<file path="src/rtl/mem_bus_arbiter_if.sv">
// ---------------------------------------------------------------------------
// mem_bus_arbiter_if
//   Bundles the request side and the forwarded-bus side of the memory bus
//   arbiter. clk and nReset are not part of the bundle.
//
//   Handshake: req[i] is a level request. Master i owns the bus (and may
//   drive dataBus) exactly while gnt[i] is high. Dropping req[i] releases
//   the bus at the next rising edge. A grant is never revoked while req[i]
//   stays high, except by the starvation guard, which pulses preempt.
//
//   Signals
//     req        master -> arbiter  per-master request
//     reqAddr    master -> arbiter  per-master address, slice i = [i*ADDR_W +: ADDR_W]
//     reqnRead   master -> arbiter  per-master read strobe, active-low
//     reqnWrite  master -> arbiter  per-master write strobe, active-low
//     gnt        arbiter -> master  one-hot grant or all zero
//     address    arbiter -> bus     owner's address, 0 when no owner
//     nRead      arbiter -> bus     owner's read strobe, 1 when no owner
//     nWrite     arbiter -> bus     owner's write strobe, 1 when no owner
//     busy       arbiter -> all     high while a master is granted
//     preempt    arbiter -> all     one-cycle pulse on a forced release
// ---------------------------------------------------------------------------
interface mem_bus_arbiter_if #(
  parameter int NREQ   = 2,
  parameter int ADDR_W = 16
);
  logic [NREQ-1:0]        req;
  logic [NREQ*ADDR_W-1:0] reqAddr;
  logic [NREQ-1:0]        reqnRead;
  logic [NREQ-1:0]        reqnWrite;
  logic [NREQ-1:0]        gnt;
  logic [ADDR_W-1:0]      address;
  logic                   nRead;
  logic                   nWrite;
  logic                   busy;
  logic                   preempt;

  modport master (
    output req, reqAddr, reqnRead, reqnWrite,
    input  gnt, address, nRead, nWrite, busy, preempt
  );

  modport slave (
    input  req, reqAddr, reqnRead, reqnWrite,
    output gnt, address, nRead, nWrite, busy, preempt
  );
endinterface

</file>
<file path="src/rtl/mem_bus_arbiter.sv">
// ---------------------------------------------------------------------------
// mem_bus_arbiter
//   Round-robin arbiter for the shared memory bus. Grants one master at a
//   time, forwards the owner's address and strobes, and inserts a one-cycle
//   turnaround (TURN) between owners. dataBus and nReset are not touched.
//
//   Optional feature macro: MEM_BUS_ARB_STARVE_GUARD_EN
//     defined   : the owner is released after HOLD_MAX cycles in which some
//                 other master was waiting; preempt pulses during that TURN.
//     undefined : no hold counter; preempt is tied low.
//
//   Ports
//     clk          system clock, rising edge
//     nReset       synchronous active-low reset
//     bus          mem_bus_arbiter_if.slave (requests in, bus/grant out)
//     o_dbg_state  current FSM state (0 IDLE, 1 GRANT, 2 TURN)
// ---------------------------------------------------------------------------
module mem_bus_arbiter #(
  parameter int NREQ     = 2,
  parameter int ADDR_W   = 16,
  parameter int HOLD_MAX = 8
) (
  input  logic                 clk,
  input  logic                 nReset,
  mem_bus_arbiter_if.slave     bus,
  output logic [1:0]           o_dbg_state
);

  localparam int PTR_W = $clog2(NREQ);

  typedef enum logic [1:0] {
    IDLE  = 2'd0,
    GRANT = 2'd1,
    TURN  = 2'd2
  } state_t;

  state_t           r_state, w_state_nxt;
  logic [PTR_W-1:0] r_owner, w_owner_nxt;
  logic [PTR_W-1:0] r_ptr, w_ptr_nxt;
  logic [PTR_W-1:0] w_owner_inc;
  logic [PTR_W-1:0] w_winner;
  logic [PTR_W-1:0] w_off;
  logic [PTR_W:0]   w_sum;
  logic [NREQ-1:0]  w_req_rot;
  logic             w_any_req;
`ifdef MEM_BUS_ARB_STARVE_GUARD_EN
  logic [7:0]       r_hcnt, w_hcnt_nxt;
  logic             r_preempt, w_preempt_nxt;
  logic             w_others;
`endif

  // Winner: rotate req so that index ptr sits at bit 0, take the lowest set
  // bit as an offset, then add ptr back modulo NREQ.
  always_comb begin
    w_req_rot = NREQ'({bus.req, bus.req} >> r_ptr);
    w_any_req = |bus.req;
    w_off     = '0;
    for (int k = NREQ - 1; k >= 0; k--) begin
      if (w_req_rot[k]) w_off = PTR_W'(k);
    end
    w_sum = {1'b0, r_ptr} + {1'b0, w_off};
    if (w_sum >= (PTR_W+1)'(NREQ)) w_sum = w_sum - (PTR_W+1)'(NREQ);
    w_winner = w_sum[PTR_W-1:0];
  end

  assign w_owner_inc = (r_owner == PTR_W'(NREQ - 1)) ? '0 : r_owner + 1'b1;

`ifdef MEM_BUS_ARB_STARVE_GUARD_EN
  assign w_others = |(bus.req & ~(NREQ'(1) << r_owner));
`endif

  // Next-state logic
  always_comb begin
    w_state_nxt = r_state;
    w_owner_nxt = r_owner;
    w_ptr_nxt   = r_ptr;
`ifdef MEM_BUS_ARB_STARVE_GUARD_EN
    w_hcnt_nxt    = r_hcnt;
    w_preempt_nxt = 1'b0;
`endif
    case (r_state)
      // TURN is the one-cycle gap; leaving it behaves exactly like IDLE.
      IDLE, TURN: begin
        if (w_any_req) begin
          w_state_nxt = GRANT;
          w_owner_nxt = w_winner;
`ifdef MEM_BUS_ARB_STARVE_GUARD_EN
          w_hcnt_nxt  = 8'd0;
`endif
        end else begin
          w_state_nxt = IDLE;
        end
      end
      GRANT: begin
        if (!bus.req[r_owner]) begin
          w_state_nxt = TURN;
          w_ptr_nxt   = w_owner_inc;
        end
`ifdef MEM_BUS_ARB_STARVE_GUARD_EN
        else if (w_others) begin
          // The waited cycle that brings hcnt to HOLD_MAX is the owner's last.
          w_hcnt_nxt = r_hcnt + 8'd1;
          if (w_hcnt_nxt == 8'(HOLD_MAX)) begin
            w_state_nxt   = TURN;
            w_ptr_nxt     = w_owner_inc;
            w_preempt_nxt = 1'b1;
          end
        end
`endif
      end
      default: w_state_nxt = IDLE;
    endcase
  end

  // Bus outputs decode from registered state and owner only.
  always_comb begin
    bus.gnt     = '0;
    bus.busy    = 1'b0;
    bus.address = '0;
    bus.nRead   = 1'b1;
    bus.nWrite  = 1'b1;
    if (r_state == GRANT) begin
      bus.gnt     = NREQ'(1) << r_owner;
      bus.busy    = 1'b1;
      bus.address = bus.reqAddr[r_owner*ADDR_W +: ADDR_W];
      bus.nRead   = bus.reqnRead[r_owner];
      bus.nWrite  = bus.reqnWrite[r_owner];
    end
`ifdef MEM_BUS_ARB_STARVE_GUARD_EN
    bus.preempt = r_preempt;
`else
    bus.preempt = 1'b0;
`endif
  end

  always_ff @(posedge clk) begin
    if (!nReset) begin
      r_state <= IDLE;
      r_owner <= '0;
      r_ptr   <= '0;
`ifdef MEM_BUS_ARB_STARVE_GUARD_EN
      r_hcnt    <= 8'd0;
      r_preempt <= 1'b0;
`endif
    end else begin
      r_state <= w_state_nxt;
      r_owner <= w_owner_nxt;
      r_ptr   <= w_ptr_nxt;
`ifdef MEM_BUS_ARB_STARVE_GUARD_EN
      r_hcnt    <= w_hcnt_nxt;
      r_preempt <= w_preempt_nxt;
`endif
    end
  end

  assign o_dbg_state = r_state;

endmodule

</file>
<file path="src/flat_wrapper.sv">
// flat-port wrapper written by rule: the top's interface ports become plain ports
module mem_bus_arbiter_flat 
#(
  parameter int NREQ     = 2,
  parameter int ADDR_W   = 16,
  parameter int HOLD_MAX = 8
)
  (clk, nReset, o_dbg_state, bus_req, bus_reqAddr, bus_reqnRead, bus_reqnWrite, bus_gnt, bus_address, bus_nRead, bus_nWrite, bus_busy, bus_preempt);
  mem_bus_arbiter_if #(.NREQ(NREQ), .ADDR_W(ADDR_W)) bus_i ();
  input  logic clk;
  input  logic nReset;
  output logic [1:0] o_dbg_state;
  input wire logic [$bits(bus_i.req)-1:0] bus_req;
  input wire logic [$bits(bus_i.reqAddr)-1:0] bus_reqAddr;
  input wire logic [$bits(bus_i.reqnRead)-1:0] bus_reqnRead;
  input wire logic [$bits(bus_i.reqnWrite)-1:0] bus_reqnWrite;
  output wire logic [$bits(bus_i.gnt)-1:0] bus_gnt;
  output wire logic [$bits(bus_i.address)-1:0] bus_address;
  output wire logic [$bits(bus_i.nRead)-1:0] bus_nRead;
  output wire logic [$bits(bus_i.nWrite)-1:0] bus_nWrite;
  output wire logic [$bits(bus_i.busy)-1:0] bus_busy;
  output wire logic [$bits(bus_i.preempt)-1:0] bus_preempt;
  assign bus_i.req = bus_req;
  assign bus_i.reqAddr = bus_reqAddr;
  assign bus_i.reqnRead = bus_reqnRead;
  assign bus_i.reqnWrite = bus_reqnWrite;
  assign bus_gnt = bus_i.gnt;
  assign bus_address = bus_i.address;
  assign bus_nRead = bus_i.nRead;
  assign bus_nWrite = bus_i.nWrite;
  assign bus_busy = bus_i.busy;
  assign bus_preempt = bus_i.preempt;
  mem_bus_arbiter #(.NREQ(NREQ), .ADDR_W(ADDR_W), .HOLD_MAX(HOLD_MAX)) u_core (.clk(clk), .nReset(nReset), .bus(bus_i), .o_dbg_state(o_dbg_state));
endmodule
</file>
<file path="config.mk">
export PLATFORM = sky130hd
export DESIGN_NAME = mem_bus_arbiter_flat
export DESIGN_NICKNAME = d
export VERILOG_FILES = /design/src/rtl/mem_bus_arbiter_if.sv /design/src/rtl/mem_bus_arbiter.sv /design/src/flat_wrapper.sv
export SDC_FILE = /design/constraint.sdc
export NUM_CORES = 1
export LEC_CHECK = 0
export ABC_CLOCK_PERIOD_IN_PS = 1050
export CAP_MARGIN = 10
export CORE_UTILIZATION = 23
export DETAILED_ROUTE_END_ITERATION = 7
export MAX_ROUTING_LAYER = met4
export PLACE_DENSITY = 0.76
export SYNTH_ARGS = -nofsm -noshare
export SYNTH_HDL_FRONTEND = slang
export SYNTH_SLANG_ARGS = --single-unit
</file>
<file path="constraint.sdc">
create_clock -name clk -period 1.05 [get_ports clk]
set_input_delay 0.2625 -clock clk [delete_from_list [all_inputs] [get_ports clk]]
set_output_delay 0.2625 -clock clk [all_outputs]
set_load 0.02 [all_outputs]
</file>
==> impl_metrics.yaml <==
run_status:
  status: "finished with violations"
  violations: "setup timing"
sta:
  worst_clock_skew_ns: 0.00349
  min_period_over_period: 1.43
  max_clock_freq_ghz: 0.667
  period_minus_slack_ns: 1.50
  worst_slack_ns: -0.449
  whs_ns: 0.495
  finalMaxSlewViolations: 0
  setup_violations: 25
  rsz0062_at_grt: "true"
  finalHoldViolations: 0
detailed_routing:
  ant_nets: 0
  drt_iter0_drc: 7
  route.vias.total: 769
  routed_via_density: 4.52
  totalWireLength_um: 2620
  drc: 0
  dr.pass1.iters: 4
  post_drt_wl_per_cell_um: 15.4
power_and_ir_drop:
  clkPwrFrac: 0.143
  switching_share: 0.362
  switchingPower_uw: 476
  powerDensity_nw_per_um2: 769
  p_comb_frac: 0.719
  intPower_uw: 840
  p_leak_uw: 0.000659
  p_seq_frac: 0.139
  ir_worst_vdd_mv: 0.781
clock_tree:
  cts_buffers: 3
  clkLatencyLatePin_ns: 0.24
  clock_path_buffers: 2
  htree_levels: 1
  cts_tree: "yes"
  clk_pin_slew_ns: 0.04
  cts_root_buffer: "clkbuf_4"
  clock_sinks: 4
yosys:
  synthTopCellsByCount: "mux2i_1 (19), nor2_1 (19), dfxtp_1 (4), inv_1 (4), buf_6 (3)"
  synth_top_area_frac: 0.373
  synth_seq_cells: 4
  synth-xor-area-share: 0
  yosys.area_share.simple: 0.201
  synth_top_family_by_area: "multiplexers"
  syn_area_per_cell_um2: 7.85
  synth_adder_area_share: 0
  synthFlopType: "dfxtp_1"
  syn_area_um2: 510
  ys_warn_count: 0
  synthCells: 65
  syn-num-nets: 105
  postSynth.asyncResetShare: 0
  synthTopCellsByArea: "mux2i_1 (37%), dfxtp_1 (16%), nor2_1 (14%), buf_6 (6.6%), o31ai_4 (4.2%)"
  synthMuxAreaShare: 0.373
  synth_edf_count: 0
  synth_compound_area_frac: 0.108
  ys_types: 19
  yosysSeqAreaShare: 0.157
  synth_top_area_cell: "mux2i_1"
floorplanning:
  coreArea_um2: 2020
  die_y_um: 49.1
  initial_core_util: 0.252
  design.die.area_um2: 2410
  num_rows: 16
  die-width_um: 49.1
  pin_count: 64
critical_path:
  critPathRequiredTime_ns: 0.79
  cp-startpoint: "u_core.r_owner"
  r2r-start: "u_core.r_owner"
  critical_path_class: "reg2out"
  worst_setup_path_start_kind: "flop"
  cp-end-kind: "output port"
  crit_fanout: 6
  cp.arrival_ns: 1.24
cells_and_area:
  fin_nets: 185
  n_antenna_cell: 0
  drive_above_1_share: 0.629
  final_cell_area_um2: 1710
  area_growth_pct: 236
global_route:
  grt_overflow: 0
  grt_antenna_before_repair: 0
  grt_pass1_wl_um: 3540
  grt.total_usage: 0.196
  grt_pass1_vias: 764
  grt_max_degree: 10
flow_run:
  cap_violations: 0
placed_design:
  numPortBuffers: 62
  place_congestion: 0.711
  place_hpwl_um: 1680
  place_area_um2: 1440
hold_path:
  hold_class: "in2reg"
  hold_start: "bus_req[0]"
## cell type report
type | instances | area, um^2
Timing Repair Buffer | 81 | 898
Multi-Input combinational cell | 51 | 652
Fill cell | 111 | 309
Sequential cell | 4 | 86.3
Tap cell | 27 | 33.8
Clock buffer | 3 | 22.5
Inverter | 4 | 20.0
## worst paths after layout
check	endpoint	slack [ns]	cells after the start
setup / recovery	bus_address[12]	-0.45	4
hold / removal	u_core.r_ptr	0.50	4
setup reg to reg	u_core.o_dbg_state[0]	-0.20	5
hold reg to reg	u_core.r_ptr	0.50	2
## kinds of logic after synthesis
kind of cell | after synthesis
AND/OR/NAND/NOR | 25
multiplexers | 19
buffers and inverters | 10
AO/OA/AOI/OAI | 6
flip-flops | 4
other | 1
## power by group through the flow
stage	sequential (uW)	combinational, uW	clock (uW)
after floorplan	185	401	0
after global placement	180	756	0
after detailed placement	181	770	0
after CTS	182	883	198
after global routing	184	988	204
final	182	946	188
## per-layer routing
| layer | vias to the layer above | share of wire | global-route usage |
|---|---|---|---|
| met5 | - | 0 | - |
| met3 | 6 | 0.058 | 0.0467 |
| met4 | 0 | 0.013 | 0.0441 |
| met2 | 35 | 0.55 | 0.377 |
| li1 | 372 | - | - |
| met1 | 356 | 0.38 | 0.195 |
## flip-flops by register name, indices dropped and copies added (netlist names)
signal / count
u_core.r_owner: 1
u_core.r_ptr: 1
u_core.o_dbg_state: 2
## through the flow
step	total power (uW)	setup slack [ns]	TNS (ns)	utilization	instances
final	1320	-0.449	-8.76	0.847	170
after global routing	1380	-0.487	-9.71	0.847	170
after CTS	1260	-0.476	-9.16	0.800	167
after detailed placement	951	-0.776	-16.11	0.712	160
after global placement	936	-0.748	-15.64	0.712	160
after floorplan	586	-0.144	-2.55	-	65
## cell usage in the layout (no fill, tap or decap), drive strengths merged, types with 2 or more instances in the layout
| master | count |
|---|---|
| dlymetal6s2s | 2 |
| mux2i | 19 |
| nor2 | 19 |
| inv | 4 |
| dfxtp | 4 |
| a21boi | 2 |
| clkbuf | 3 |
| clkdlybuf4s50 | 37 |
| buf | 42 |
| nand2 | 2 |
## worst max-delay path, stage by stage, from the launching register on
cell	delay, ns
dfxtp_4	0.40
buf_12	0.17
mux2i_4	0.26
nor2_4	0.04
buf_6	0.12
## what timing repair did
item,in CTS,in global routing
hold buffers,0,0
pin swaps,22,5
cloned,1,0
setup endpoints to repair,26,27
gates resized for setup,158,20
setup buffers,3,8
Power figures use the tool's default switching activity.
